[config.mk]
export PLATFORM = sky130hd
export DESIGN_NAME = axis_sample_packer_flat
export DESIGN_NICKNAME = d
export VERILOG_FILES = /design/src/rtl/axis_pack_pkg.sv /design/src/rtl/axis_sample_packer_if.sv /design/src/rtl/axis_skid_buffer.sv /design/src/rtl/axis_sample_packer.sv /design/src/flat_wrapper.sv
export SDC_FILE = /design/constraint.sdc
export NUM_CORES = 1
export LEC_CHECK = 0
export CAP_MARGIN = 30
export CORE_UTILIZATION = 49
export DETAILED_ROUTE_END_ITERATION = 12
export PLACE_DENSITY = 0.73
export SLEW_MARGIN = 20
export SYNTH_ARGS = -nofsm -noshare
export SYNTH_HDL_FRONTEND = slang
export SYNTH_HIERARCHICAL = 1
export SYNTH_SLANG_ARGS = --single-unit
[constraint.sdc]
create_clock -name s00_axis_aclk -period 2.5 [get_ports s00_axis_aclk]
set_clock_uncertainty 0.1 [all_clocks]
set_input_delay 0.5 -clock s00_axis_aclk [delete_from_list [all_inputs] [get_ports s00_axis_aclk]]
set_output_delay 0.5 -clock s00_axis_aclk [all_outputs]
set_load 0.05 [all_outputs]
[src/rtl/axis_pack_pkg.sv]
// Shared types and constants for the AXI-Stream sample packer.
// Pairs of 32-bit samples are packed into 64-bit output words.
package axis_pack_pkg;

    typedef enum logic {
        PK_EMPTY,
        PK_HALF
    } pack_state_t;

    localparam logic [7:0] STRB_FULL = 8'hFF;
    localparam logic [7:0] STRB_HALF = 8'h0F;

    localparam int unsigned WORD_W = 64;

    typedef struct packed {
        logic              last;
        logic [7:0]        strb;
        logic [WORD_W-1:0] data;
    } out_word_t;

    localparam int unsigned OUT_WORD_BITS = $bits(out_word_t);

endpackage

[src/rtl/axis_sample_packer_if.sv]
// AXI-Stream bus bundle; the master drives payload and valid, the slave drives ready.
interface axis_sample_packer_if #(
    parameter int unsigned DATA_W = 32
) ();

    localparam int unsigned STRB_W = DATA_W / 8;

    logic              tvalid;
    logic              tready;
    logic              tlast;
    logic [DATA_W-1:0] tdata;
    logic [STRB_W-1:0] tstrb;

    modport master (
        output tvalid,
        output tlast,
        output tdata,
        output tstrb,
        input  tready
    );

    modport slave (
        input  tvalid,
        input  tlast,
        input  tdata,
        input  tstrb,
        output tready
    );

endinterface

[src/rtl/axis_skid_buffer.sv]
// Two-entry output buffer with a registered "entry free" ready.
// head_q always presents the oldest word; skid_q holds the second one.
module axis_skid_buffer #(
    parameter int unsigned WIDTH = 73
) (
    input  logic             clk,
    input  logic             rst,
    input  logic             in_valid,
    output logic             in_ready,
    input  logic [WIDTH-1:0] in_data,
    output logic             out_valid,
    input  logic             out_ready,
    output logic [WIDTH-1:0] out_data
);

    logic [1:0]       count_q, count_d;
    logic [WIDTH-1:0] head_q, head_d;
    logic [WIDTH-1:0] skid_q, skid_d;
    logic             ready_q, ready_d;
    logic             wr;
    logic             pop;

    always_comb begin
        count_d = count_q;
        head_d  = head_q;
        skid_d  = skid_q;
        wr      = in_valid && ready_q;
        pop     = (count_q != 2'd0) && out_ready;
        case (count_q)
            2'd0: begin
                if (wr) begin
                    head_d  = in_data;
                    count_d = 2'd1;
                end
            end
            2'd1: begin
                if (wr && pop) begin
                    head_d = in_data;
                end else if (wr) begin
                    skid_d  = in_data;
                    count_d = 2'd2;
                end else if (pop) begin
                    count_d = 2'd0;
                end
            end
            default: begin
                // Ready is low whenever full, so only a pop can occur here.
                if (pop) begin
                    head_d  = skid_q;
                    count_d = 2'd1;
                end
            end
        endcase
        ready_d = (count_d != 2'd2);
    end

    always_ff @(posedge clk) begin
        if (rst) begin
            count_q <= '0;
            head_q  <= '0;
            skid_q  <= '0;
            ready_q <= 1'b0;
        end else begin
            count_q <= count_d;
            head_q  <= head_d;
            skid_q  <= skid_d;
            ready_q <= ready_d;
        end
    end

    assign in_ready  = ready_q;
    assign out_valid = (count_q != 2'd0);
    assign out_data  = head_q;

endmodule

[src/rtl/axis_sample_packer.sv]
// Packs pairs of 32-bit input samples into 64-bit words with frame marking,
// feeding a two-entry skid buffer on the output side.
module axis_sample_packer
    import axis_pack_pkg::*;
#(
    parameter int unsigned C_S00_AXIS_TDATA_WIDTH = 32,
    parameter int unsigned C_M00_AXIS_TDATA_WIDTH = 64,
    parameter int unsigned FRAME_WORDS            = 256
) (
    input  logic                  s00_axis_aclk,
    input  logic                  s00_axis_areset,
    axis_sample_packer_if.slave   s00_axis,
    axis_sample_packer_if.master  m00_axis,
    output logic [15:0]           frames_sent
);

    localparam logic [15:0] LAST_IDX = 16'(FRAME_WORDS - 1);

    pack_state_t                        state_q, state_d;
    logic [C_S00_AXIS_TDATA_WIDTH-1:0]  half_q, half_d;
    logic [15:0]                        word_cnt_q, word_cnt_d;
    logic [15:0]                        frames_q, frames_d;
    logic                               s_ready;
    logic                               s_hs;
    logic                               push;
    logic                               buf_valid;
    logic                               m_hs;
    out_word_t                          word_in;
    out_word_t                          word_out;
    logic                               unused_tstrb;

    assign s_hs = s00_axis.tvalid && s_ready;
    assign m_hs = buf_valid && m00_axis.tready;

    always_comb begin
        state_d    = state_q;
        half_d     = half_q;
        word_cnt_d = word_cnt_q;
        push       = 1'b0;
        word_in    = '0;
        if (state_q == PK_HALF) begin
            word_in.data = {s00_axis.tdata, half_q};
            word_in.strb = STRB_FULL;
        end else begin
            word_in.data = {{(C_M00_AXIS_TDATA_WIDTH - C_S00_AXIS_TDATA_WIDTH){1'b0}}, s00_axis.tdata};
            word_in.strb = STRB_HALF;
        end
        word_in.last = s00_axis.tlast || (word_cnt_q == LAST_IDX);

        if (s_hs) begin
            case (state_q)
                PK_EMPTY: begin
                    if (s00_axis.tlast) begin
                        push = 1'b1;
                    end else begin
                        half_d  = s00_axis.tdata;
                        state_d = PK_HALF;
                    end
                end
                PK_HALF: begin
                    push    = 1'b1;
                    state_d = PK_EMPTY;
                end
                default: state_d = PK_EMPTY;
            endcase
        end

        if (push) begin
            word_cnt_d = word_in.last ? '0 : word_cnt_q + 16'd1;
        end

        frames_d = frames_q;
        if (m_hs && word_out.last) begin
            frames_d = frames_q + 16'd1;
        end
    end

    always_ff @(posedge s00_axis_aclk) begin
        if (s00_axis_areset) begin
            state_q    <= PK_EMPTY;
            half_q     <= '0;
            word_cnt_q <= '0;
            frames_q   <= '0;
        end else begin
            state_q    <= state_d;
            half_q     <= half_d;
            word_cnt_q <= word_cnt_d;
            frames_q   <= frames_d;
        end
    end

    // Slave ready is the buffer's registered "entry free" flag, so accepting
    // a completing beat can never overflow it.
    axis_skid_buffer #(
        .WIDTH(OUT_WORD_BITS)
    ) u_skid (
        .clk       (s00_axis_aclk),
        .rst       (s00_axis_areset),
        .in_valid  (push),
        .in_ready  (s_ready),
        .in_data   (word_in),
        .out_valid (buf_valid),
        .out_ready (m00_axis.tready),
        .out_data  (word_out)
    );

    assign s00_axis.tready = s_ready;
    assign m00_axis.tvalid = buf_valid;
    assign m00_axis.tdata  = word_out.data;
    assign m00_axis.tstrb  = word_out.strb;
    assign m00_axis.tlast  = word_out.last;
    assign frames_sent     = frames_q;
    assign unused_tstrb    = ^s00_axis.tstrb;

endmodule

[src/flat_wrapper.sv]
// flat-port wrapper written by rule: the top's interface ports become plain ports
module axis_sample_packer_flat import axis_pack_pkg::*;
#(
    parameter int unsigned C_S00_AXIS_TDATA_WIDTH = 32,
    parameter int unsigned C_M00_AXIS_TDATA_WIDTH = 64,
    parameter int unsigned FRAME_WORDS            = 256
)
  (s00_axis_aclk, s00_axis_areset, frames_sent, s00_axis_tvalid, s00_axis_tlast, s00_axis_tdata, s00_axis_tstrb, s00_axis_tready, m00_axis_tvalid, m00_axis_tlast, m00_axis_tdata, m00_axis_tstrb, m00_axis_tready);
  axis_sample_packer_if #(.DATA_W(32)) s00_axis_i ();
  axis_sample_packer_if #(.DATA_W(64)) m00_axis_i ();
  input  logic s00_axis_aclk;
  input  logic s00_axis_areset;
  output logic [15:0] frames_sent;
  input wire logic [$bits(s00_axis_i.tvalid)-1:0] s00_axis_tvalid;
  input wire logic [$bits(s00_axis_i.tlast)-1:0] s00_axis_tlast;
  input wire logic [$bits(s00_axis_i.tdata)-1:0] s00_axis_tdata;
  input wire logic [$bits(s00_axis_i.tstrb)-1:0] s00_axis_tstrb;
  output wire logic [$bits(s00_axis_i.tready)-1:0] s00_axis_tready;
  output wire logic [$bits(m00_axis_i.tvalid)-1:0] m00_axis_tvalid;
  output wire logic [$bits(m00_axis_i.tlast)-1:0] m00_axis_tlast;
  output wire logic [$bits(m00_axis_i.tdata)-1:0] m00_axis_tdata;
  output wire logic [$bits(m00_axis_i.tstrb)-1:0] m00_axis_tstrb;
  input wire logic [$bits(m00_axis_i.tready)-1:0] m00_axis_tready;
  assign s00_axis_i.tvalid = s00_axis_tvalid;
  assign s00_axis_i.tlast = s00_axis_tlast;
  assign s00_axis_i.tdata = s00_axis_tdata;
  assign s00_axis_i.tstrb = s00_axis_tstrb;
  assign s00_axis_tready = s00_axis_i.tready;
  assign m00_axis_tvalid = m00_axis_i.tvalid;
  assign m00_axis_tlast = m00_axis_i.tlast;
  assign m00_axis_tdata = m00_axis_i.tdata;
  assign m00_axis_tstrb = m00_axis_i.tstrb;
  assign m00_axis_i.tready = m00_axis_tready;
  axis_sample_packer #(.C_S00_AXIS_TDATA_WIDTH(C_S00_AXIS_TDATA_WIDTH), .C_M00_AXIS_TDATA_WIDTH(C_M00_AXIS_TDATA_WIDTH), .FRAME_WORDS(FRAME_WORDS)) u_core (.s00_axis_aclk(s00_axis_aclk), .s00_axis_areset(s00_axis_areset), .s00_axis(s00_axis_i), .m00_axis(m00_axis_i), .frames_sent(frames_sent));
endmodule
# == Word level (Yosys, flattened, before mapping) ==
# Index checks and enable logic that the tools add are counted.
# op_classes
n_addsub,2
eq_ne,5
n_mux,17
bitwise,3
n_reduce_logical,12
# ops
op,count
$mux 73,3
$pmux 73 s2,1
$mux 72,1
$add 16x1->16 const B,2
$eq 16x8->1 const B,1
$mux 16,1
$mux 2,5
$reduce_and 3->1,3
$ne 2x2->1 const B,3
$logic_and 1x1->1,5
$pmux 1 s2,2
$pmux 2 s2,1
$mux 1,3
$not 1->1,3
$reduce_bool 3->1,1
$eq 2x1->1 const B,1
$logic_not 2->1,1
$reduce_bool 2->1,1
$logic_or 1x1->1,1
# word_totals
regBits,214
out_inout_bits,91

# == Depth between registers and ports, before layout ==
# Gate-level depths: netlist of run 1.
# logic_depth
word_depth,8
ltp_mapped,9
depth_no_buf,6

# == Cells and area by module ==
# The synthesis of run 1 kept the hierarchy.
# by_module_without_submodules
module,instances,cells_per_inst,area_per_inst_um2,seq_area_each_um2
axis_skid_buffer,1,516,5779.3,2982.9
axis_sample_packer,1,388,3206.8,1301.2

# == Least setup slack after synthesis of run 1 ==
# Ideal clock, no wire load.
# synth_timing
path_kind,register to register
from,register u_core.u_skid.count_q[1]
to,"register u_core.frames_q[15], in the netlist u_core/frames_sent[15]"
arrival_time_ps,2405
t_required_ps,2279
slack_ps,-126
path_stages_with_launch,9
n_path_buf,3
synth_period_minus_slack_ps,2626
path_cell_list,dfxtp_1 > buf_4 > buf_6 > buf_2 > or2_2 > nand3_1 > nor4_1 > nand3_1 > mux2_2
# synth_between
elab_chain_len,3
# synth_rtl
element,line_no,text
start: declaration,axis_skid_buffer.sv:16,"logic [1:0] count_q, count_d;"
start signal: assignment,axis_skid_buffer.sv:64,count_q <= count_d;
$reduce_bool 2->1,axis_skid_buffer.sv:72,assign out_valid = (count_q != 2'd0);
named net m00_axis_tvalid,flat_wrapper.sv:19,output wire logic [$bits(m00_axis_i.tvalid)-1:0] m00_axis_tvalid;
$logic_and 1x1->1,axis_sample_packer.sv:33,assign m_hs = buf_valid && m00_axis.tready;
$logic_and 1x1->1,axis_sample_packer.sv:73,if (m_hs && word_out.last) begin
end signal: assignment,axis_sample_packer.sv:88,frames_q <= frames_d;
end: declaration,axis_sample_packer.sv:22,"logic [15:0] frames_q, frames_d;"
# The timed path passes the listed nets, and every way through them passes these cells.
# A chain may end at the register's enable or synchronous reset.

# == Final worst setup path of run 1 ==
# layout_timing
from,"register u_core.frames_q[2], in the netlist u_core/frames_sent[2]"
to,output frames_sent[2]
# layout_rtl
element,line_no,text
end: declaration,flat_wrapper.sv:13,output logic [15:0] frames_sent;
# No word-level cell between the ends.

==> flow_summary.ini, run 1 <==
[timing]
setup_tns_ns = 0
hold_violations = 0
min_period_ns = 2.42
setup_violations = 0
max-slew-margin-rel_pct = 60.2
rsz0062_at_grt = no
hold_ws_ns = 0.270
tightest_slew_ns = 0.595
finalCritPeriodShare_pct = 96.7
slew_viol_final = 0
max_freq_mhz = 414

[logic_synthesis]
ys_async_sr_fraction_pct = 0
synth_area_sq_um = 8990
synthCells = 904
ys_warn_count = 6
synth_edf_count = 0
syn_avg_cell_area_sq_um = 9.94
yosys_register_bits = 214
synth_cell_types = 50
synth_ff_type = dfxtp_1
yosysSeqAreaShare_pct = 47.7

[clocking]
insertion_delay_ns = 0.50
cts_tree = yes
clock_tree.root_cell = clkbuf_16
cts_buffers = 23
cts_hold_buf = 0
numClockSinks = 214
clk_pin_slew_ns = 0.06
clock_path_buffers = 3
htree_levels = 1

[finish]
final_cell_mix = dfxtp_1 (212), clkdlybuf4s50_1 (124), a21oi_1 (118), nand2_1 (74), mux2i_1 (74)
nets = 1060
layout_commonest_cell = dfxtp_1
area_delta_synth_final_pct = 25.6
drive_gt1_share_pct = 11.7

[floorplanning]
pin_count = 132
dieArea_sq_um = 18900
dieWidth_um = 137
row_count = 49
core_area_sq_um = 18000
die_h_um = 137
initial_core_util_pct = 50.0

[critical_path]
start_kind = flop
required_ns = 1.90
critical_path_class = flop to output pin
path_cells = clkdlybuf4s50_1
timing.critical_path.buf_inv = 1
cp_slowest_cell = clkdlybuf4s50_1
path_max_fanout = 7
cp_data_arrival_time_ns = 1.82
end_kind = output pin
slowest_delay_ns = 0.86
path_delay_family = buffers and inverters

[power_and_ir_drop]
p_leak_nw = 3.86
power.density_nw_per_um2 = 673
peakVddDrop_mv = 0.629

[flow_run]
drv_cap = 0

[drt]
drtAntennaViolNets = 0
drt_iter0_drc = 506
post_drt_wl_per_cell_um = 17.5
firstDrtPassIters = 5
drc = 0
vias = 7253
viasPerCell = 5.75
wl_um = 22000

[grt]
grt_pass1_vias = 6828
grt_usage_pct = 23.2
grt_max_degree = 76
antenna_found_initial = 1
globalRouteOverflowTotal = 0
grt_pass1_wl_um = 35000

[outcome]
status = finished clean

[min_path]
hold_path.class = input pin to flop

[placed_design]
dpl.hpwl_um = 13600
port_buffers = 127
gp_congestion = 0.765
-- layout make-up --
class | instances | area (sq um)
Sequential cell | 214 | 4290
Multi-Input combinational cell | 612 | 4290
Fill cell | 1488 | 6670
Inverter | 4 | 15.0
Clock inverter | 6 | 80.1
Antenna cell | 1 | 2.50
Clock buffer | 34 | 667
Tap cell | 229 | 287
Timing Repair Buffer | 162 | 1670
-- power by group --
group	internal (mW)	switching [mW]
Sequential	3.48	0.0415
Clock	2.04	1.33
Combinational	0.273	0.434
Total	5.79	1.81
-- Yosys cell counts (6+ instances only) --
cell type    n  area (sq um)
a211oi_1    73           548
a21oi_1    118           591
a22o_1      73           639
and2_1      33           206
buf_2       32           160
buf_6       16           180
clkbuf_1    29           109
dfxtp_1    214          4280
mux2_2      33           372
mux2i_1     74           741
nand2_1     74           278
nand3_1     10          50.1
nand4_1     10          62.6
nor2_1      27           101
nor3_1       7          35.0
or4_1        6          45.0
xnor2_1      9          78.8
xor2_1       9          78.8
-- flip-flops by register name, summed over array words and instances, names as in the netlist --
signal,cells
u_core/u_skid/count_q,2
u_core/half_q,32
u_core/frames_sent,16
u_core/word_cnt_q,16
u_core/u_skid/out_data,73
u_core/u_skid/skid_q,73
u_core/state_q,1
u_core/u_skid/in_ready,1
-- per-stage QoR --
stage / worst slack (ns) / power [mW] / area (sq um) / std cells / util [%]
CTS: 0.0782 / 7.64 / 11300 / 1261 / 62.8
detailed placement: 0.00736 / 4.30 / 10500 / 1221 / 58.7
floorplan: 0.0217 / 4.03 / 9030 / 911 / -
finish: 0.0827 / 7.60 / 11300 / 1262 / 62.9
global placement: 0.0477 / 4.29 / 10500 / 1221 / 58.7
global route: 0.0539 / 7.84 / 11300 / 1262 / 62.9
-- kinds of logic (layout without fill, tap and decap cells) --
kind of cell               after synthesis  count (layout)  synth area share, %
and+or+nand+nor                        193             193                 11.0
xor gates and xnor gates                18              18                 1.75
DFF                                    214             214                 47.7
adders and majority gates                2               2                0.278
muxes                                  107             107                 12.4
buffers and inverters                   85             206                 5.37
other                                    1               9               0.0417
AOI/OAI and AO/OA                      284             284                 21.5
-- routing by layer --
layer	track usage, %	vias to the layer above	share of wire [%]	routed length (um)
li1	-	3526	-	-
met1	32.0	3525	47	10300
met2	36.7	169	46	10200
met3	4.64	33	5.3	1160
met4	5.98	0	1.9	422
met5	0	-	0	0
-- repair_timing --
item                       in CTS  in global routing
buffers inserted                0                  0
gates resized for setup         1                  0
setup endpoints to repair       1                  0
-- worst register-to-register path: cells and delay by family (launching register included) --
| family | cells | cell delay [ns] |
|---|---|---|
| AOI/OAI and AO/OA | 1 | 0.24 |
| DFF | 1 | 0.35 |
| muxes | 1 | 0.07 |
| and+or+nand+nor | 3 | 1.32 |
-- final timing paths --
check,startpoint,to,slack [ns],cells past startpoint
worst min register to register,u_core/half_q[15],u_core/half_q[15],0.35,2
worst max-delay path,u_core/frames_sent[2],frames_sent[2],0.08,1
worst min-delay path,s00_axis_areset,u_core/word_cnt_q[0],0.27,2
worst max register to register,u_core/word_cnt_q[8],u_core/u_skid/out_data[72],0.34,5
Power figures use the tool's default switching activity.
==> run 2: changes to the inputs <==
CORE_MARGIN = 1   (was unset)
CORE_UTILIZATION = 45   (was 49)
GPL_ROUTABILITY_DRIVEN = 0   (was unset)
PLACE_DENSITY = 0.68   (was 0.73)
==> run 2 against run 1 <==
Clock power is 5% lower. Core utilization is 5.2 points lower. Critical path depth unchanged. Setup slack gained 0.012 ns. First-iteration DRC count fell by 25%. Register-to-register slack is essentially flat. Final cell count is 2.3% higher. Die area is 8.8% higher. Sequential share of layout area increased by 0.12 points. Clock-buffer cell count down 2. Global-route usage shrank 1.3 points. Critical path type unchanged. Largest power group unchanged.
==> flow_summary.ini, run 2 (same netlist as run 1, synthesis figures left out) <==
[drt]
wl_um = 22400
viasPerCell = 5.58
post_drt_wl_per_cell_um = 17.3
drc = 0
vias = 7205
drt_iter0_drc = 381
firstDrtPassIters = 4
drtAntennaViolNets = 0

[floorplanning]
row_count = 51
die_h_um = 143
dieArea_sq_um = 20500
dieWidth_um = 143
initial_core_util_pct = 46.0
core_area_sq_um = 19500
pin_count = 132

[critical_path]
path_cells = clkdlybuf4s50_1
slowest_delay_ns = 0.85
required_ns = 1.90
path_delay_family = buffers and inverters
start_kind = flop
timing.critical_path.buf_inv = 1
rr_endpoint = u_core/u_skid/out_data[72]
crit_start = u_core/frames_sent[3]
endpoint = frames_sent[3]
cp_data_arrival_time_ns = 1.81
critical_path_class = flop to output pin
cp.depth = 1
reg2reg_from = u_core/word_cnt_q[8]
path_max_fanout = 8
end_kind = output pin
rr_worst_depth = 5
r2r_setup_slack_ns = 0.35
cp_slowest_cell = clkdlybuf4s50_1

[power_and_ir_drop]
p_leak_nw = 3.82
peakVddDrop_mv = 0.483
power.density_nw_per_um2 = 659
finalPower_mw = 7.42

[timing]
min_period_ns = 2.41
setup_tns_ns = 0
max-slew-margin-rel_pct = 45.6
finalCritPeriodShare_pct = 96.2
rsz0062_at_grt = no
slew_viol_final = 0
setup_violations = 0
max_freq_mhz = 416
hold_violations = 0
tightest_slew_ns = 0.817

[clocking]
htree_levels = 1
clock_tree.root_cell = clkbuf_16
numClockSinks = 214
cts_tree = yes
cts_hold_buf = 0
clock_path_buffers = 3
insertion_delay_ns = 0.50
cts_setup_buffers = 0
clk_pin_slew_ns = 0.06
cts_buffers = 22
cts_resized = 1

[outcome]
status = finished clean

[finish]
drive_gt1_share_pct = 11.4
layout_commonest_cell = dfxtp_1
seqCellArea_sq_um = 4290
nFillCells = 1740
diodes = 0
final_cell_mix = dfxtp_1 (212), clkdlybuf4s50_1 (124), a21oi_1 (118), nand2_1 (74), mux2i_1 (74)
area_delta_synth_final_pct = 25.2
nets = 1058
multi_input_area_sq_um = 4290

[grt]
grt_usage_pct = 21.9
grt_pass1_vias = 6862
grt_max_degree = 76
antenna_found_initial = 0
grt_pass1_wl_um = 36100
globalRouteOverflowTotal = 0

[min_path]
hold_path.class = input pin to flop

[flow_run]
drv_cap = 0

[placed_design]
port_buffers = 127
dpl.hpwl_um = 13400
==> run 2: changes by cell type in the layout (fill, tap and decap cells not counted) <==
cell	before	now
clkbuf_1	6	4
and2_4	0	1
and2_2	1	0
diode_2	1	0
buf_4	26	27
buf_12	11	9
bufinv_16	2	1
clkinv_2	4	2
==> run 2: how the worst min path moves through the flow <==
stage               depth (start not counted)               from               endpoint  slack, ns
finish                                      2    s00_axis_areset  u_core/frames_sent[2]       0.32
global route                                2    s00_axis_areset  u_core/frames_sent[1]       0.33
CTS                                         2    s00_axis_areset  u_core/frames_sent[2]       0.30
detailed placement                          2  u_core/half_q[17]      u_core/half_q[17]       0.34
global placement                            2  u_core/half_q[25]      u_core/half_q[25]       0.34
floorplan                                   2   u_core/half_q[0]       u_core/half_q[0]       0.33
==> run 2: power by group <==
| part | internal (mW) | switching (mW) | total [mW] |
|---|---|---|---|
| Sequential | 3.48 | 0.0391 | 3.51 |
| Combinational | 0.273 | 0.437 | 0.710 |
| Clock | 1.91 | 1.28 | 3.20 |
==> run 2: through the flow <==
stage	std cells	worst slack [ns]	area [sq um]	util, %	hold slack [ns]
2_1_floorplan	911	0.0217	9030	-	0.333
3_3_place_gp	1256	0.0975	10600	54.1	0.338
3_5_place_dp	1256	0.0281	10600	54.1	0.344
4_1_cts	1291	0.0817	11300	57.6	0.300
5_1_grt	1291	0.0217	11300	57.6	0.331
6_report	1291	0.0949	11300	57.6	0.317
==> run 2: cell type report <==
class                      instances  area share (%)
sequential                       214            38.1
multi-input combinational        612            38.1
timing repair buffer             161            14.5
clock buffer                      32            5.86
tap                              265            2.95
clock inverter                     3           0.356
inverter                           4           0.133
==> run 2: per-layer routing <==
| metal | share of wire [%] | GRT usage [%] | vias to the layer above |
|---|---|---|---|
| li1 | - | - | 3528 |
| met1 | 48 | 29.9 | 3497 |
| met2 | 45 | 35.2 | 149 |
| met3 | 4.9 | 4.30 | 31 |
| met4 | 1.9 | 5.49 | 0 |
| met5 | 0 | 0 | - |
==> run 3: changes to the inputs <==
PLACE_DENSITY = 0.72   (was 0.68)
REMOVE_ABC_BUFFERS = 1   (was unset)
==> run 3 against run 2 <==
Global-route usage fell by 0.31 points. Clock power rose by 4%. Worst hold slack got worse by 0.052 ns. Sequential power barely moved. Cell area rose by 0.39%. Largest cell class unchanged. Power rose by 1.8%. Routed wire length fell by 1.7%. Maximum frequency fell by 1.2%. Register-to-register slack got worse by 0.04 ns. Final cell count did not move.
==> flow_summary.ini, run 3 (same netlist as run 1, synthesis figures left out) <==
[clocking]
numClockSinks = 214
clk_pin_slew_ns = 0.06
cts_tree = yes
cts_buffers = 23
clock_path_buffers = 3
insertion_delay_ns = 0.50
htree_levels = 1
cts_setup_buffers = 0
clock_tree.root_cell = clkbuf_16

[critical_path]
end_kind = output pin
cp_slowest_cell = clkdlybuf4s50_1
path_max_fanout = 7
rr_endpoint = u_core/u_skid/out_data[72]
reg2reg_from = u_core/word_cnt_q[8]
start_kind = flop
critical_path_class = flop to output pin
path_cells = clkdlybuf4s50_1
cp_data_arrival_time_ns = 1.83
path_delay_family = buffers and inverters
timing.critical_path.buf_inv = 1
required_ns = 1.90
rr_worst_depth = 5
r2r_setup_slack_ns = 0.31
slowest_delay_ns = 0.86

[finish]
nFillCells = 1725
final_cell_mix = dfxtp_1 (212), clkdlybuf4s50_1 (124), a21oi_1 (118), nand2_1 (74), mux2i_1 (74)
diodes = 0
fin_cells = 1291
layout_commonest_cell = dfxtp_1
nets = 1055
drive_gt1_share_pct = 11.4
area_delta_synth_final_pct = 25.7

[timing]
setup_tns_ns = 0
min_period_ns = 2.43
max-slew-margin-rel_pct = 59.4
rsz0062_at_grt = no
slew_viol_final = 0
setup_violations = 0
tightest_slew_ns = 0.608
worst_slack_ns = 0.0655
finalCritPeriodShare_pct = 97.4
hold_violations = 0
max_freq_mhz = 411

[flow_run]
drv_cap = 0

[min_path]
hold_path.class = input pin to flop
min_from = s00_axis_areset
hold_path_depth = 2
whs_endpoint = u_core/frames_sent[2]

[floorplanning]
pin_count = 132
initial_core_util_pct = 46.0
core_area_sq_um = 19500
die_h_um = 143
dieArea_sq_um = 20500
row_count = 51
dieWidth_um = 143

[placed_design]
dpl.cell_count = 1252
place_ws_ns = -0.00622
dpl.hpwl_um = 13100
port_buffers = 127

[drt]
wl_um = 22000
viasPerCell = 5.60
post_drt_wl_per_cell_um = 17.1
firstDrtPassIters = 5
drtAntennaViolNets = 0
vias = 7229
drc = 0
drt_iter0_drc = 503

[grt]
grt_pass1_vias = 6868
grt_usage_pct = 21.5
globalRouteOverflowTotal = 0
antenna_found_initial = 0
grt_pass1_wl_um = 35900
grt_max_degree = 80

[power_and_ir_drop]
power.density_nw_per_um2 = 669
peakVddDrop_mv = 0.512
p_leak_nw = 3.81

[outcome]
status = finished clean
run 3: worst reg2reg max path, cell delays in order, from the launching register on:
cell and delay, ns:
dfxtp_1 0.36, or4_1 0.53, or4_4 0.59, or2b_1 0.20
mux2i_1 0.09, a211oi_1 0.24
run 3: per-stage QoR:
step	util, %	instance area, sq um	hold slack [ns]	power [mW]
CTS	57.9	11300	0.255	7.61
floorplan	-	8540	0.327	3.98
global route	57.9	11300	0.259	7.84
detailed placement	54.1	10600	0.343	4.30
finish	57.9	11300	0.265	7.55
global placement	54.1	10600	0.338	4.29
run 3: cell type report:
class / instances / area [sq um] / area share (%)
Sequential cell: 214 / 4290 / 38.0
Timing Repair Buffer: 157 / 1650 / 14.6
Clock inverter: 10 / 111 / 0.986
Tap cell: 265 / 332 / 2.93
Inverter: 4 / 15.0 / 0.133
Multi-Input combinational cell: 612 / 4270 / 37.8
Clock buffer: 29 / 628 / 5.56
run 3: how the worst max path moves through the flow:
stage | from | endpoint | slack, ns | cells after the start
6_report | u_core/frames_sent[2] | frames_sent[2] | 0.07 | 1
3_5_place_dp | s00_axis_tlast | u_core/u_skid/out_data[64] | -0.006 | 7
2_1_floorplan | u_core/u_skid/count_q[1] | u_core/u_skid/out_data[0] | -4.34 | 3
4_1_cts | u_core/frames_sent[2] | frames_sent[2] | 0.07 | 1
5_1_grt | u_core/frames_sent[3] | frames_sent[3] | 0.03 | 1
3_3_place_gp | s00_axis_tlast | u_core/u_skid/out_data[38] | 0.06 | 7
run 3: routing by layer:
metal / wire length, um / track usage, % / vias to the layer above
li1: - / - / 3527
met1: 10500 / 30.0 / 3477
met2: 9990 / 35.1 / 204
met3: 1330 / 3.70 / 21
met4: 240 / 4.31 / 0
met5: 0 / 0 / -
run 3: what timing repair did:
item / CTS / global route
resized for setup: 1 / 0
hold buffers: 0 / 0
setup endpoints to repair: 1 / 0
run 3: where the power goes:
group / internal (mW) / switching, mW / total [mW] / leakage (nW)
combinational: 0.277 / 0.433 / 0.710 / 1.72
clock: 1.98 / 1.35 / 3.33 / 0.357
sequential: 3.48 / 0.0394 / 3.51 / 1.73
